`config.mk`:
```
export PLATFORM = sky130hd
export DESIGN_NAME = ss_sum_ctrl_flat
export DESIGN_NICKNAME = d
export VERILOG_FILES = /design/src/rtl/ss_pkg.sv /design/src/rtl/ss_sum_ctrl_if.sv /design/src/rtl/ss_sum_cnt.sv /design/src/rtl/ss_sum_ctrl.sv /design/src/flat_wrapper.sv
export SDC_FILE = /design/constraint.sdc
export NUM_CORES = 1
export LEC_CHECK = 0
export BUFFER_PORTS_ARGS = -buffer_cell sky130_fd_sc_hd__buf_2
export CORE_ASPECT_RATIO = 1.4
export CORE_MARGIN = 2
export CORE_UTILIZATION = 30
export DETAILED_ROUTE_END_ITERATION = 8
export GPL_ROUTABILITY_DRIVEN = 1
export PLACE_DENSITY = 0.62
export SYNTH_ARGS = -nofsm -noshare
export SYNTH_HDL_FRONTEND = slang
export SYNTH_SLANG_ARGS = --single-unit
export TNS_END_PERCENT = 1
```
`constraint.sdc`:
```
create_clock -name i_clk -period 1.9 [get_ports i_clk]
set_input_delay 0.095 -clock i_clk [delete_from_list [all_inputs] [get_ports i_clk]]
set_output_delay 0.095 -clock i_clk [all_outputs]
set_load 0.03 [all_outputs]
```
`src/rtl/ss_pkg.sv`:
```
// Shared types and timing constants for the SS_cal_sum sequencer.
package ss_pkg;

  typedef enum logic [2:0] {
    StIdle,
    StStart,
    StGap,
    StFetch,
    StDrain,
    StOut,
    StCapture,
    StResult
  } ss_sum_state_e;

  localparam int unsigned SS_START_CYCLES = 2;
  localparam int unsigned SS_GAP_CYCLES   = 1;
  localparam int unsigned SS_DRAIN_CYCLES = 2;

endpackage

```
`src/rtl/ss_sum_ctrl_if.sv`:
```
// Request, sample-source and result channels of the summation sequencer.
interface ss_sum_ctrl_if #(
  parameter int unsigned SIZE_DATA = 8,
  parameter int unsigned MAX_LEN   = 16
);
  localparam int unsigned LEN_W = $clog2(MAX_LEN + 1);

  logic                 i_req;
  logic [LEN_W-1:0]     i_len;
  logic                 o_busy;
  logic                 i_src_valid;
  logic [SIZE_DATA-1:0] i_src_data;
  logic                 o_src_ready;
  logic [SIZE_DATA:0]   o_result;
  logic                 o_result_err;
  logic                 o_result_valid;
  logic                 i_result_ready;

  modport master (
    output i_req, i_len, i_src_valid, i_src_data, i_result_ready,
    input  o_busy, o_src_ready, o_result, o_result_err, o_result_valid
  );

  modport slave (
    input  i_req, i_len, i_src_valid, i_src_data, i_result_ready,
    output o_busy, o_src_ready, o_result, o_result_err, o_result_valid
  );
endinterface

```
`src/rtl/ss_sum_cnt.sv`:
```
// Clearable up-counter; o_hit flags that the next count equals the limit.
module ss_sum_cnt #(
  parameter int unsigned WIDTH = 4
) (
  input  logic             i_clk,
  input  logic             i_rst_n,
  input  logic             i_clr,
  input  logic             i_inc,
  input  logic [WIDTH-1:0] i_limit,
  output logic             o_hit
);
  logic [WIDTH-1:0] cnt_q, cnt_d;

  always_comb begin
    cnt_d = cnt_q;
    if (i_clr) begin
      cnt_d = '0;
    end else if (i_inc) begin
      cnt_d = cnt_q + WIDTH'(1);
    end
  end

  assign o_hit = (cnt_d == i_limit);

  always_ff @(posedge i_clk or negedge i_rst_n) begin
    if (!i_rst_n) begin
      cnt_q <= '0;
    end else begin
      cnt_q <= cnt_d;
    end
  end
endmodule

```
`src/rtl/ss_sum_ctrl.sv`:
```
// Sequencer for the SS_cal_sum engine: pulls samples, paces start/add/output
// controls and returns the captured sum on a valid/ready result port.
module ss_sum_ctrl import ss_pkg::*; #(
  parameter int unsigned SIZE_DATA    = 8,
  parameter int unsigned MAX_LEN      = 16,
  parameter int unsigned DONE_TIMEOUT = 8
) (
  input  logic                 i_clk,
  input  logic                 i_rst_n,
  ss_sum_ctrl_if.slave         bus,
  output logic                 o_start_cal_sum,
  output logic                 o_en_cal_sum,
  output logic                 o_en_out_sum,
  output logic [SIZE_DATA-1:0] o_cal_data,
  input  logic [SIZE_DATA:0]   i_cal_sum,
  input  logic                 i_cal_done
);
  localparam int unsigned LEN_W = $clog2(MAX_LEN + 1);
  localparam int unsigned TMO_W = $clog2(DONE_TIMEOUT + 1);

  ss_sum_state_e      state_q, state_d;
  logic [1:0]         phase_q, phase_d;
  logic [LEN_W-1:0]   len_q, len_d, len_clamped;
  logic [SIZE_DATA:0] result_d;
  logic               err_d;
  logic               accept, smp_hit, tmo_hit;

  assign accept      = bus.i_src_valid & bus.o_src_ready;
  assign len_clamped = (bus.i_len > LEN_W'(MAX_LEN)) ? LEN_W'(MAX_LEN) : bus.i_len;

  ss_sum_cnt #(.WIDTH(LEN_W)) u_smp_cnt (
    .i_clk   (i_clk),
    .i_rst_n (i_rst_n),
    .i_clr   (state_q == StIdle),
    .i_inc   (accept),
    .i_limit (len_q),
    .o_hit   (smp_hit)
  );

  ss_sum_cnt #(.WIDTH(TMO_W)) u_tmo_cnt (
    .i_clk   (i_clk),
    .i_rst_n (i_rst_n),
    .i_clr   (state_q != StOut),
    .i_inc   (state_q == StOut),
    .i_limit (TMO_W'(DONE_TIMEOUT)),
    .o_hit   (tmo_hit)
  );

  always_comb begin
    state_d  = state_q;
    len_d    = len_q;
    result_d = bus.o_result;
    err_d    = bus.o_result_err;
    case (state_q)
      StIdle: begin
        if (bus.i_req) begin
          len_d = len_clamped;
          if (len_clamped == '0) begin
            state_d  = StResult;
            result_d = '0;
            err_d    = 1'b0;
          end else begin
            state_d = StStart;
          end
        end
      end
      StStart:   if (phase_q == 2'(SS_START_CYCLES - 1)) state_d = StGap;
      StGap:     if (phase_q == 2'(SS_GAP_CYCLES - 1)) state_d = StFetch;
      StFetch:   if (accept && smp_hit) state_d = StDrain;
      StDrain:   if (phase_q == 2'(SS_DRAIN_CYCLES - 1)) state_d = StOut;
      StOut: begin
        if (i_cal_done) begin
          state_d = StCapture;
        end else if (tmo_hit) begin
          state_d  = StResult;
          result_d = i_cal_sum;
          err_d    = 1'b1;
        end
      end
      StCapture: begin
        state_d  = StResult;
        result_d = i_cal_sum;
        err_d    = 1'b0;
      end
      StResult:  if (bus.i_result_ready) state_d = StIdle;
      default:   state_d = StIdle;
    endcase
    phase_d = (state_d != state_q) ? 2'd0 : phase_q + 2'd1;
  end

  // Control outputs are decoded from the next state so they line up with it.
  always_ff @(posedge i_clk or negedge i_rst_n) begin
    if (!i_rst_n) begin
      state_q            <= StIdle;
      phase_q            <= '0;
      len_q              <= '0;
      bus.o_busy         <= 1'b0;
      bus.o_src_ready    <= 1'b0;
      bus.o_result       <= '0;
      bus.o_result_err   <= 1'b0;
      bus.o_result_valid <= 1'b0;
      o_start_cal_sum    <= 1'b0;
      o_en_cal_sum       <= 1'b0;
      o_en_out_sum       <= 1'b0;
      o_cal_data         <= '0;
    end else begin
      state_q            <= state_d;
      phase_q            <= phase_d;
      len_q              <= len_d;
      bus.o_busy         <= (state_d != StIdle);
      bus.o_src_ready    <= (state_d == StFetch);
      bus.o_result       <= result_d;
      bus.o_result_err   <= err_d;
      bus.o_result_valid <= (state_d == StResult);
      o_start_cal_sum    <= (state_d == StStart);
      o_en_cal_sum       <= accept;
      o_en_out_sum       <= (state_d == StOut);
      if (accept) begin
        o_cal_data <= bus.i_src_data;
      end
    end
  end
endmodule

```
`src/flat_wrapper.sv`:
```
// flat-port wrapper written by rule: the top's interface ports become plain ports
module ss_sum_ctrl_flat import ss_pkg::*;
#(
  parameter int unsigned SIZE_DATA    = 8,
  parameter int unsigned MAX_LEN      = 16,
  parameter int unsigned DONE_TIMEOUT = 8
)
  (i_clk, i_rst_n, o_start_cal_sum, o_en_cal_sum, o_en_out_sum, o_cal_data, i_cal_sum, i_cal_done, bus_i_req, bus_i_len, bus_i_src_valid, bus_i_src_data, bus_i_result_ready, bus_o_busy, bus_o_src_ready, bus_o_result, bus_o_result_err, bus_o_result_valid);
  ss_sum_ctrl_if #(.SIZE_DATA(SIZE_DATA), .MAX_LEN(MAX_LEN)) bus_i ();
  input  logic i_clk;
  input  logic i_rst_n;
  output logic o_start_cal_sum;
  output logic o_en_cal_sum;
  output logic o_en_out_sum;
  output logic [SIZE_DATA-1:0] o_cal_data;
  input  logic [SIZE_DATA:0] i_cal_sum;
  input  logic i_cal_done;
  input wire logic [$bits(bus_i.i_req)-1:0] bus_i_req;
  input wire logic [$bits(bus_i.i_len)-1:0] bus_i_len;
  input wire logic [$bits(bus_i.i_src_valid)-1:0] bus_i_src_valid;
  input wire logic [$bits(bus_i.i_src_data)-1:0] bus_i_src_data;
  input wire logic [$bits(bus_i.i_result_ready)-1:0] bus_i_result_ready;
  output wire logic [$bits(bus_i.o_busy)-1:0] bus_o_busy;
  output wire logic [$bits(bus_i.o_src_ready)-1:0] bus_o_src_ready;
  output wire logic [$bits(bus_i.o_result)-1:0] bus_o_result;
  output wire logic [$bits(bus_i.o_result_err)-1:0] bus_o_result_err;
  output wire logic [$bits(bus_i.o_result_valid)-1:0] bus_o_result_valid;
  assign bus_i.i_req = bus_i_req;
  assign bus_i.i_len = bus_i_len;
  assign bus_i.i_src_valid = bus_i_src_valid;
  assign bus_i.i_src_data = bus_i_src_data;
  assign bus_i.i_result_ready = bus_i_result_ready;
  assign bus_o_busy = bus_i.o_busy;
  assign bus_o_src_ready = bus_i.o_src_ready;
  assign bus_o_result = bus_i.o_result;
  assign bus_o_result_err = bus_i.o_result_err;
  assign bus_o_result_valid = bus_i.o_result_valid;
  ss_sum_ctrl #(.SIZE_DATA(SIZE_DATA), .MAX_LEN(MAX_LEN), .DONE_TIMEOUT(DONE_TIMEOUT)) u_core (.i_clk(i_clk), .i_rst_n(i_rst_n), .bus(bus_i), .o_start_cal_sum(o_start_cal_sum), .o_en_cal_sum(o_en_cal_sum), .o_en_out_sum(o_en_out_sum), .o_cal_data(o_cal_data), .i_cal_sum(i_cal_sum), .i_cal_done(i_cal_done));
endmodule
```
==> out/metrics.cfg, run 1 <==
[critical_path]
path_max_fanout = 5
worstReg2RegEnd = u_core.o_en_out_sum$_DFF_PN0_
rrSetupSlack_ns = -0.07
cp-end-kind = flop
path_class = flop to flop
crit_end = u_core.o_en_out_sum$_DFF_PN0_
arrival_ns = 2.20
worstSetupStartpointType = flop
worst_r2r_path_depth = 6
required_ns = 2.13
reg2reg_from = u_core.state_q[1]$_DFF_PN0_
cp-startpoint = u_core.state_q[1]$_DFF_PN0_

[synth]
synth-seq-area-share = 0.5190
synth_area_leader_cell = dfrtp_1
synth_cells = 207
netlist_area_sq_mm = 0.002073
yosys_register_bits = 43
syn_nets = 239
synth_area_per_cell_sq_um = 10.02
synth.area.top_cells = dfrtp_1 52%, nand2_1 6.9%, a22o_1 3.8%
synth_cell_type_count = 44
synth_top_area_frac = 0.5190
ys_warn_count = 0

[grt]
grt_pass1_vias = 1743
grt_pass1_wl_microns = 8079
grt_max_degree = 44
grt.total_usage = 0.1387
grt_overflow = 0
antenna_found_initial = 0

[floorplan]
die_area_sq_mm = 0.007601
fp-row-count = 35
dieHeight_microns = 102.4
coreArea_sq_mm = 0.006656
start_util = 0.3115
chipWidth_microns = 74.26
ios = 52

[routing]
vias_per_cell = 4.634
drc = 0
wl_microns = 4891
vias = 1784
routedWlPerCell_microns = 12.70
drtIter0Drc = 131
antenna_left = 0
first_pass_iters = 4

[sta]
drv_slew = 0
maxSlewHeadroom = 0.6356
fin_ws_ns = -0.07468
finalCriticalPeriod_ns = 1.975
whs_ns = 0.007201
finalSetupViolCount = 6
fin_crit_sh = 1.039
fin_worst_skew_ns = 0.007662
max_slew.worst_pin.slew_ns = 0.5467
max_freq_mhz = 506.4
rsz0062_at_grt = true
hold_violations = 0

[placement]
gp_congestion = 0.8209
pre_cts_ws_ns = -0.1453
dp_hpwl_microns = 3673
dp_cells = 369
io_buffers = 51

[power_and_ir_drop]
leakage_nw = 1.421
power_switching_share = 0.4058
powerDensity_mw_per_mm2 = 1490
internal-power_mw = 2.556
power_frac_seq = 0.337
clkPwrFrac = 0.193
power.ir.vdd_worst_v = 0.0005809
pwr-share-comb = 0.470
total_power_mw = 4.300
p_sw_mw = 1.745

[run]
drv_cap = 0

[clocking]
clockRootBuffer = clkbuf_8
cts_inserted_buffers = 5
clockBufferDepth = 2
cts_tree = yes
clk_transition_reported_paths_ns = 0.08
cts_setup_buffers = 0
clock_sinks = 43
htree_levels = 2
clk_latency_ns = 0.30

[hold_path]
min_path_type = input pin to flop
min_from = i_cal_sum[5]

[layout]
final_nets = 324
fill_cells = 677
syn_to_final_growth_pct = 39.17
register_area_sq_mm = 0.001076
drive_gt1_frac = 0.3413
antenna_cells = 0
finalNonFillerCells = 385
multiInputGateArea_sq_um = 993.5

[outcome]
status = complete, but fails checks
violations = setup timing

[metrics by stage]
stage	instance area (sq um)	setup TNS, ns	utilization
after CTS	2878	-0.3929	0.4323
after detailed placement	2643	-1.611	0.3970
after floorplan	2110	-0.09118	-
final	2885	-0.2183	0.4335
after global placement	2643	-0.8753	0.3970
after global routing	2885	-2.032	0.4335
[layout make-up]
class	instances	area share
inverter	10	0.01301
tap	92	0.03990
clock buffer	6	0.02515
multi-input combinational	147	0.3443
clock inverter	2	0.02082
sequential	43	0.3729
timing repair buffer	85	0.1839
[sequential cells by signal, summed over array words and instances, names as in the netlist]
register / count
u_core.u_tmo_cnt.cnt_q: 4
u_core.bus.o_src_ready: 1
u_core.len_q: 5
u_core.u_smp_cnt.cnt_q: 5
u_core.bus.o_result_err: 1
u_core.bus.o_result_valid: 1
u_core.o_start_cal_sum: 1
u_core.bus.o_result: 9
u_core.o_en_out_sum: 1
u_core.bus.o_busy: 1
u_core.o_en_cal_sum: 1
u_core.phase_q: 2
u_core.o_cal_data: 8
u_core.state_q: 3
[worst min-delay path by stage]
stage,endpoint,slack (ns),cells after the start
floorplan,u_core.bus.o_busy$_DFF_PN0_,-0.20,0
global placement,u_core.len_q[2]$_DFFE_PN0P_,0.20,2
detailed placement,u_core.len_q[4]$_DFFE_PN0P_,0.21,2
CTS,u_core.bus.o_result[5]$_DFFE_PN0P_,0.007,2
global route,u_core.bus.o_result[5]$_DFFE_PN0P_,0.006,2
finish,u_core.bus.o_result[5]$_DFFE_PN0P_,0.007,2
[synth_stat cells (all sizes together)]
cell type,n
a211oi,1
a21oi,4
a221oi,1
a22o,9
a22oi,2
a311o,1
a311oi,1
a31oi,3
and2,2
and3,1
buf,5
clkbuf,2
dfrtp,43
ha,4
inv,10
mux2,2
nand2,38
nand2b,5
nand3,3
nand4,1
nand4b,2
nor2,17
nor3,7
nor3b,3
nor4,4
nor4b,1
o211a,1
o211ai,1
o21a,3
o21ai,9
o21bai,1
o22a,1
o22ai,3
o311ai,1
o31ai,1
o41ai,1
or3,1
or3b,1
xnor2,5
xor2,6
[repair_timing]
action,in CTS,in global routing
resized for setup,3,1
hold buffers,8,0
endpoints found under the setup margin,18,20
endpoints found under the hold margin,50,0
pin swaps,2,1
[power by group through the flow]
stage / registers [mW] / clock network (mW) / logic, mW
2_1_floorplan: 1.80 / 0 / 0.948
3_3_place_gp: 1.45 / 0 / 1.96
3_5_place_dp: 1.46 / 0 / 2.01
4_1_cts: 1.45 / 0.853 / 2.04
5_1_grt: 1.49 / 0.890 / 2.23
6_report: 1.45 / 0.829 / 2.02
[critical path, stage by stage, from the launching register on]
cell and delay (ns):
dfrtp_1 0.44, or3_1 0.42, nor3_1 0.17, a311o_1 0.19, nand4_4 0.15, o41ai_4 0.31, nor3b_2 0.22
[routing by layer]
layer / vias up / GRT usage / share of wire
li1: 893 / - / -
met1: 854 / 0.1646 / 0.41
met2: 30 / 0.2404 / 0.54
met3: 7 / 0.02761 / 0.028
met4: 0 / 0.06044 / 0.025
met5: - / 0 / 0
[kinds of logic (layout without fill, tap and decap cells)]
group	Yosys count	count (layout)	share of synthesized area
flip-flops	43	43	0.5190
AND/OR/NAND/NOR	86	86	0.2046
adder cells (fa/ha/maj)	4	4	0.02414
buffers and inverters	17	103	0.03259
multiplexers	2	2	0.01086
AO/OA/AOI/OAI	44	44	0.1623
XOR/XNOR	11	11	0.04647
[cells in the final DEF, fill, tap and decap left out, drive strengths merged, types with 2 or more instances in the layout]
master	Yosys	final
a21oi	4	4
nand4b	2	2
o21ai	9	9
nand3	3	3
o21a	3	3
buf	5	77
and2	2	2
nand2b	5	5
dlygate4sd3	0	8
nor3b	3	3
a22o	9	9
nor4	4	4
inv	10	10
a22oi	2	2
clkbuf	2	6
nor3	7	7
o22ai	3	3
xnor2	5	5
nor2	17	17
a31oi	3	3
xor2	6	6
mux2	2	2
bufinv	0	2
ha	4	4
dfrtp	43	43
nand2	38	38
(Power assumes the default switching activity.)
==> inputs of run 2 (changes only) <==
PLACE_DENSITY = 0.6   (was 0.62)
clock period = 1.91 ns   (was 1.9 ns; I/O delays follow)
==> run 2 against run 1 <==
  * The run still ends with setup timing left
  * Non-clock buffer count decreased by 3
  * Routed wire length decreased by 3.2%
  * Core utilization decreased by 0.98 points
  * Sequential share of layout area increased by 0.90 points
  * First-iteration DRC count decreased by 40%
  * Count of clock-buffer cells in the layout unchanged
  * Clock power decreased by 31%
  * Flip-flop and latch count unchanged
  * Worst hold slack improved by 0.016 ns
  * Maximum frequency decreased by 0.64%
  * Sequential power about the same
==> out/metrics.cfg, run 2 (same netlist as run 1, synthesis figures left out) <==
[routing]
drc = 0  ; unchanged
vias = 1800  ; +0.90%
vias_per_cell = 4.724  ; +2.0%
routedWlPerCell_microns = 12.43  ; -2.2%
antenna_left = 0  ; unchanged
wl_microns = 4734  ; -3.2%
first_pass_iters = 4  ; unchanged
drtIter0Drc = 79  ; -40%

[placement]
io_buffers = 51  ; unchanged
gp_congestion = 0.8295  ; +1.0%
dp_hpwl_microns = 3497  ; -4.8%
dp_cells = 365  ; -1.1%

[layout]
largestRegisters = u_core.bus.o_result x9, u_core.o_cal_data x8
finalNonFillerCells = 381  ; -1.0%
final_cell_mix = 51 x buf_2, 42 x dfrtp_1, 38 x nand2_1
final_common_cell = buf_2
final_util = 0.4237  ; -0.009775
drive_gt1_frac = 0.3356  ; -0.005657
syn_to_final_growth_pct = 36.03
top_register = u_core.bus.o_result
largest_reg_flops = 9  ; unchanged
final_nets = 321  ; -0.93%
antenna_cells = 0  ; unchanged

[critical_path]
reg2reg_from = u_core.state_q[1]$_DFF_PN0_
critPathBufInv = 0  ; unchanged
slowest_stage = dfrtp_2
worst_r2r_path_depth = 6  ; unchanged
cp_top_family = simple AND/OR/NAND/NOR gates
max_stage_delay_ns = 0.45  ; about the same
path_class = flop to flop
arrival_ns = 2.19  ; about the same
cp.depth = 6  ; unchanged
worstReg2RegEnd = u_core.o_en_out_sum$_DFF_PN0_
rrSetupSlack_ns = -0.08  ; about the same
worstSetupStartpointType = flop
crit_end = u_core.o_en_out_sum$_DFF_PN0_
cp-end-kind = flop
required_ns = 2.12  ; about the same
path_cells = or3_1 -> nor3_1 -> a311o_1 -> nand4_4 -> o41ai_4 -> nor3b_2
path_max_fanout = 5  ; unchanged
cp-startpoint = u_core.state_q[1]$_DFF_PN0_

[sta]
max_slew.worst_pin.slew_ns = 0.5805  ; +0.03385 ns
fin_crit_sh = 1.041  ; +0.001248
fin_worst_skew_ns = 0.002538  ; -0.005124 ns
finalCriticalPeriod_ns = 1.987  ; +0.01278 ns
rsz0062_at_grt = true
drv_slew = 0  ; unchanged
hold_violations = 0  ; unchanged
fin_ws_ns = -0.07746  ; -0.002777 ns
max_freq_mhz = 503.2  ; -0.64%
maxSlewHeadroom = 0.6130  ; -0.02256
finalSetupViolCount = 5  ; -1
final.setup.tns_ns = -0.1084  ; +0.1099 ns

[hold_path]
worstHoldPathCells = 2  ; unchanged
min_path_type = input pin to flop

[clocking]
htree_levels = 2  ; unchanged
cts_inserted_buffers = 5  ; unchanged
clock_sinks = 43  ; unchanged
clockBufferDepth = 2  ; unchanged
clk_latency_ns = 0.28  ; -0.02 ns
cts_tree = yes
clockRootBuffer = clkbuf_8
clk_transition_reported_paths_ns = 0.08  ; about the same
cts_setup_buffers = 0  ; unchanged

[run]
drv_cap = 0  ; unchanged

[outcome]
status = complete, but fails checks
violations = setup timing

[floorplan]
fp-row-count = 35  ; unchanged
coreArea_sq_mm = 0.006656  ; unchanged
ios = 52  ; unchanged
die_area_sq_mm = 0.007601  ; unchanged
dieHeight_microns = 102.4  ; unchanged
chipWidth_microns = 74.26  ; unchanged
start_util = 0.3115  ; unchanged

[grt]
grt_overflow = 0  ; unchanged
grt_max_degree = 44  ; unchanged
grt_pass1_wl_microns = 7948  ; -1.6%
grt_pass1_vias = 1791  ; +2.8%
grt.total_usage = 0.1346  ; -0.004175
antenna_found_initial = 0  ; unchanged

[power_and_ir_drop]
powerDensity_mw_per_mm2 = 1420  ; -4.7%
power.ir.vdd_worst_v = 0.0004279  ; -26%
leakage_nw = 1.385  ; -2.6%
total_power_mw = 4.005  ; -6.9%

-- run 2: metal layers --
metal | vias to the layer above | wire length [microns] | track usage | part of all wire
met5 | - | 0 | 0 | 0
met2 | 32 | 2575 | 0.2466 | 0.54
li1 | 890 | - | - | -
met4 | 0 | 117 | 0.05769 | 0.025
met1 | 870 | 1930 | 0.1474 | 0.41
met3 | 8 | 110 | 0.02761 | 0.023
-- run 2: power by group --
part / total [mW] / internal [mW] / switching, mW
clock: 0.568 / 0.284 / 0.284
combinational: 2.00 / 0.802 / 1.20
sequential: 1.44 / 1.22 / 0.215
-- run 2: how the worst min path moves through the flow --
stage | startpoint | endpoint | slack, ns
after floorplan | i_rst_n | u_core.bus.o_busy$_DFF_PN0_ | -0.20
after global placement | i_rst_n | u_core.len_q[1]$_DFFE_PN0P_ | 0.20
after detailed placement | i_rst_n | u_core.len_q[1]$_DFFE_PN0P_ | 0.21
after CTS | i_cal_sum[7] | u_core.bus.o_result[7]$_DFFE_PN0P_ | 0.01
after global routing | i_cal_sum[7] | u_core.bus.o_result[7]$_DFFE_PN0P_ | 0.02
final | i_cal_sum[7] | u_core.bus.o_result[7]$_DFFE_PN0P_ | 0.02
-- run 2: area by class of cell --
| cell class | count | area (sq um) |
|---|---|---|
| fillers | 712 | 3836 |
| flip-flops and latches | 43 | 1077 |
| multi-input cells | 147 | 992.2 |
| repair buffers | 82 | 510.5 |
| well taps | 92 | 115.1 |
| clock buffers | 6 | 82.58 |
| inverters | 10 | 37.54 |
| clock inverters | 1 | 5.005 |
-- run 2: repair_timing --
action	in CTS	in global routing
pin swaps	1	1
endpoints found under the setup margin	20	20
resized for setup	3	2
hold buffers	9	0
hold endpoints to repair	51	0
-- run 2: metrics by stage --
stage / setup slack [ns] / area, sq um / hold slack (ns)
finish: -0.07746 / 2820 / 0.02270
floorplan: -0.02452 / 2110 / -0.2001
global placement: -0.06973 / 2613 / 0.2036
CTS: -0.1114 / 2808 / 0.01371
detailed placement: -0.1531 / 2613 / 0.2114
global route: -0.2716 / 2820 / 0.01549
==> inputs of run 3 (changes only) <==
HOLD_SLACK_MARGIN = 0.1   (was default)
SETUP_SLACK_MARGIN = 0.4   (was default)
==> run 3 against run 2 <==
  * The run still ends with setup timing left
  * Register-to-register slack better by 0.03 ns
  * Via count is 0.11% higher
  * Total power is 0.11% higher
  * Critical endpoint unchanged
==> out/metrics.cfg, run 3 (same netlist as run 1, synthesis figures left out) <==
[outcome]
status = complete, but fails checks
violations = setup timing

[routing]
first_pass_iters = 4  ; unchanged
drc = 0  ; unchanged
wl_microns = 4961  ; +4.8%
routedWlPerCell_microns = 12.66  ; +1.9%
drtIter0Drc = 58  ; -27%
antenna_left = 0  ; unchanged
vias_per_cell = 4.597  ; -2.7%
vias = 1802  ; +0.11%

[layout]
largestRegisters = u_core.bus.o_result x9, u_core.o_cal_data x8
final_util = 0.4445  ; +0.02087
largest_reg_flops = 9  ; unchanged
drive_gt1_frac = 0.3267  ; -0.008973
syn_to_final_growth_pct = 42.73
top_register = u_core.bus.o_result
final_common_cell = buf_2
final_cell_mix = 51 x buf_2, 42 x dfrtp_1, 38 x nand2_1
final_nets = 331  ; +3.1%
finalNonFillerCells = 392  ; +2.9%
antenna_cells = 0  ; unchanged

[sta]
final.setup.tns_ns = -0.06553  ; +0.04289 ns
drv_slew = 0  ; unchanged
maxSlewHeadroom = 0.6275  ; +0.01451
hold_violations = 0  ; unchanged
whs_ns = 0.1388  ; +0.1161 ns
max_freq_mhz = 510.0  ; +1.4%
rsz0062_at_grt = true
fin_worst_skew_ns = 0.003368  ; +0.0008294 ns
finalSetupViolCount = 3  ; -2
fin_crit_sh = 1.027  ; -0.01391
fin_ws_ns = -0.05090  ; +0.02656 ns
max_slew.worst_pin.slew_ns = 0.5587  ; -0.02177 ns
finalCriticalPeriod_ns = 1.961  ; -0.02656 ns

[run]
drv_cap = 0  ; unchanged

[critical_path]
critPathBufInv = 0  ; unchanged
required_ns = 2.12  ; about the same
cp-startpoint = u_core.u_smp_cnt.cnt_q[0]$_DFF_PN0_
cp_top_family = compound AO/OA/AOI/OAI gates
max_stage_delay_ns = 0.41  ; -0.04 ns
reg2reg_from = u_core.u_smp_cnt.cnt_q[0]$_DFF_PN0_
worstSetupStartpointType = flop
path_cells = ha_4 -> xor2_1 -> nor4_1 -> a311o_1 -> nand4_4 -> o41ai_4 -> nor3b_2
cp-end-kind = flop
slowest_stage = dfrtp_1
path_class = flop to flop
path_max_fanout = 5  ; unchanged
arrival_ns = 2.18  ; about the same

[clocking]
clk_latency_ns = 0.29  ; about the same
cts_inserted_buffers = 5  ; unchanged
htree_levels = 2  ; unchanged
cts_tree = yes
clk_transition_reported_paths_ns = 0.08  ; about the same
clockRootBuffer = clkbuf_8
clock_sinks = 43  ; unchanged
clockBufferDepth = 2  ; unchanged

[placement]
dp_cells = 362  ; -0.82%
pre_cts_ws_ns = -0.05269  ; +0.1005 ns
dp_hpwl_microns = 3642  ; +4.1%
gp_congestion = 0.8287  ; about the same
io_buffers = 51  ; unchanged

[floorplan]
ios = 52  ; unchanged
start_util = 0.3115  ; unchanged
fp-row-count = 35  ; unchanged
chipWidth_microns = 74.26  ; unchanged
dieHeight_microns = 102.4  ; unchanged
coreArea_sq_mm = 0.006656  ; unchanged
die_area_sq_mm = 0.007601  ; unchanged

[grt]
grt_max_degree = 17  ; -61%
grt_pass1_wl_microns = 7921  ; -0.34%
antenna_found_initial = 0  ; unchanged
grt_overflow = 0  ; unchanged
grt.total_usage = 0.1374  ; +0.002817
grt_pass1_vias = 1689  ; -5.7%

[power_and_ir_drop]
leakage_nw = 1.425  ; +2.9%
powerDensity_mw_per_mm2 = 1355  ; -4.6%
power.ir.vdd_worst_v = 0.0004324  ; +1.1%

[hold_path]
min_from = bus_i_len[4]
min_path_type = input pin to flop

## run 3: cell type report
cell class | instances | area, sq um
Clock buffer | 6 | 72.57
Clock inverter | 2 | 12.51
Fill cell | 658 | 3697
Inverter | 10 | 37.54
Multi-Input combinational cell | 147 | 1018
Sequential cell | 43 | 1077
Tap cell | 92 | 115.1
Timing Repair Buffer | 92 | 625.6
## run 3: layer usage
metal  up-vias  global-route usage  part of all wire
met5         -                   0                 0
met4         0             0.04670             0.018
met3         7             0.02959             0.043
met2        42              0.2363              0.51
met1       844              0.1692              0.43
li1        909                   -                 -
## run 3: final timing paths
check | end | slack [ns] | cells after the start
min in group asynchronous | u_core.u_smp_cnt.cnt_q[2]$_DFF_PN0_ | 0.23 | 2
max in group asynchronous | u_core.state_q[2]$_DFF_PN0_ | 1.15 | 3
hold / removal | u_core.len_q[4]$_DFFE_PN0P_ | 0.14 | 2
setup / recovery | u_core.o_en_out_sum$_DFF_PN0_ | -0.05 | 7
setup reg to reg | u_core.o_en_out_sum$_DFF_PN0_ | -0.05 | 7
hold reg to reg | u_core.o_cal_data[2]$_DFFE_PN0P_ | 0.47 | 2
## run 3: what timing repair did
action	4_1_cts	5_1_grt
endpoints found under the setup margin	21	22
gates resized for setup	4	6
hold endpoints to repair	64	0
hold buffers	22	0
buffers inserted	0	0
pin swaps	16	13
## run 3: per-stage QoR
stage               instance area [sq um]  total power, mW
CTS                                  2932            4.005
detailed placement                   2614            3.393
global placement                     2614            3.374
floorplan                            2133            2.756
global route                         2959            4.314
finish                               2959            4.010
## run 3: power by group
group | switching (mW) | internal, mW | leakage, nW
Combinational | 1.22 | 0.796 | 0.826
Clock | 0.308 | 0.256 | 0.0412
Sequential | 0.210 | 1.22 | 0.558
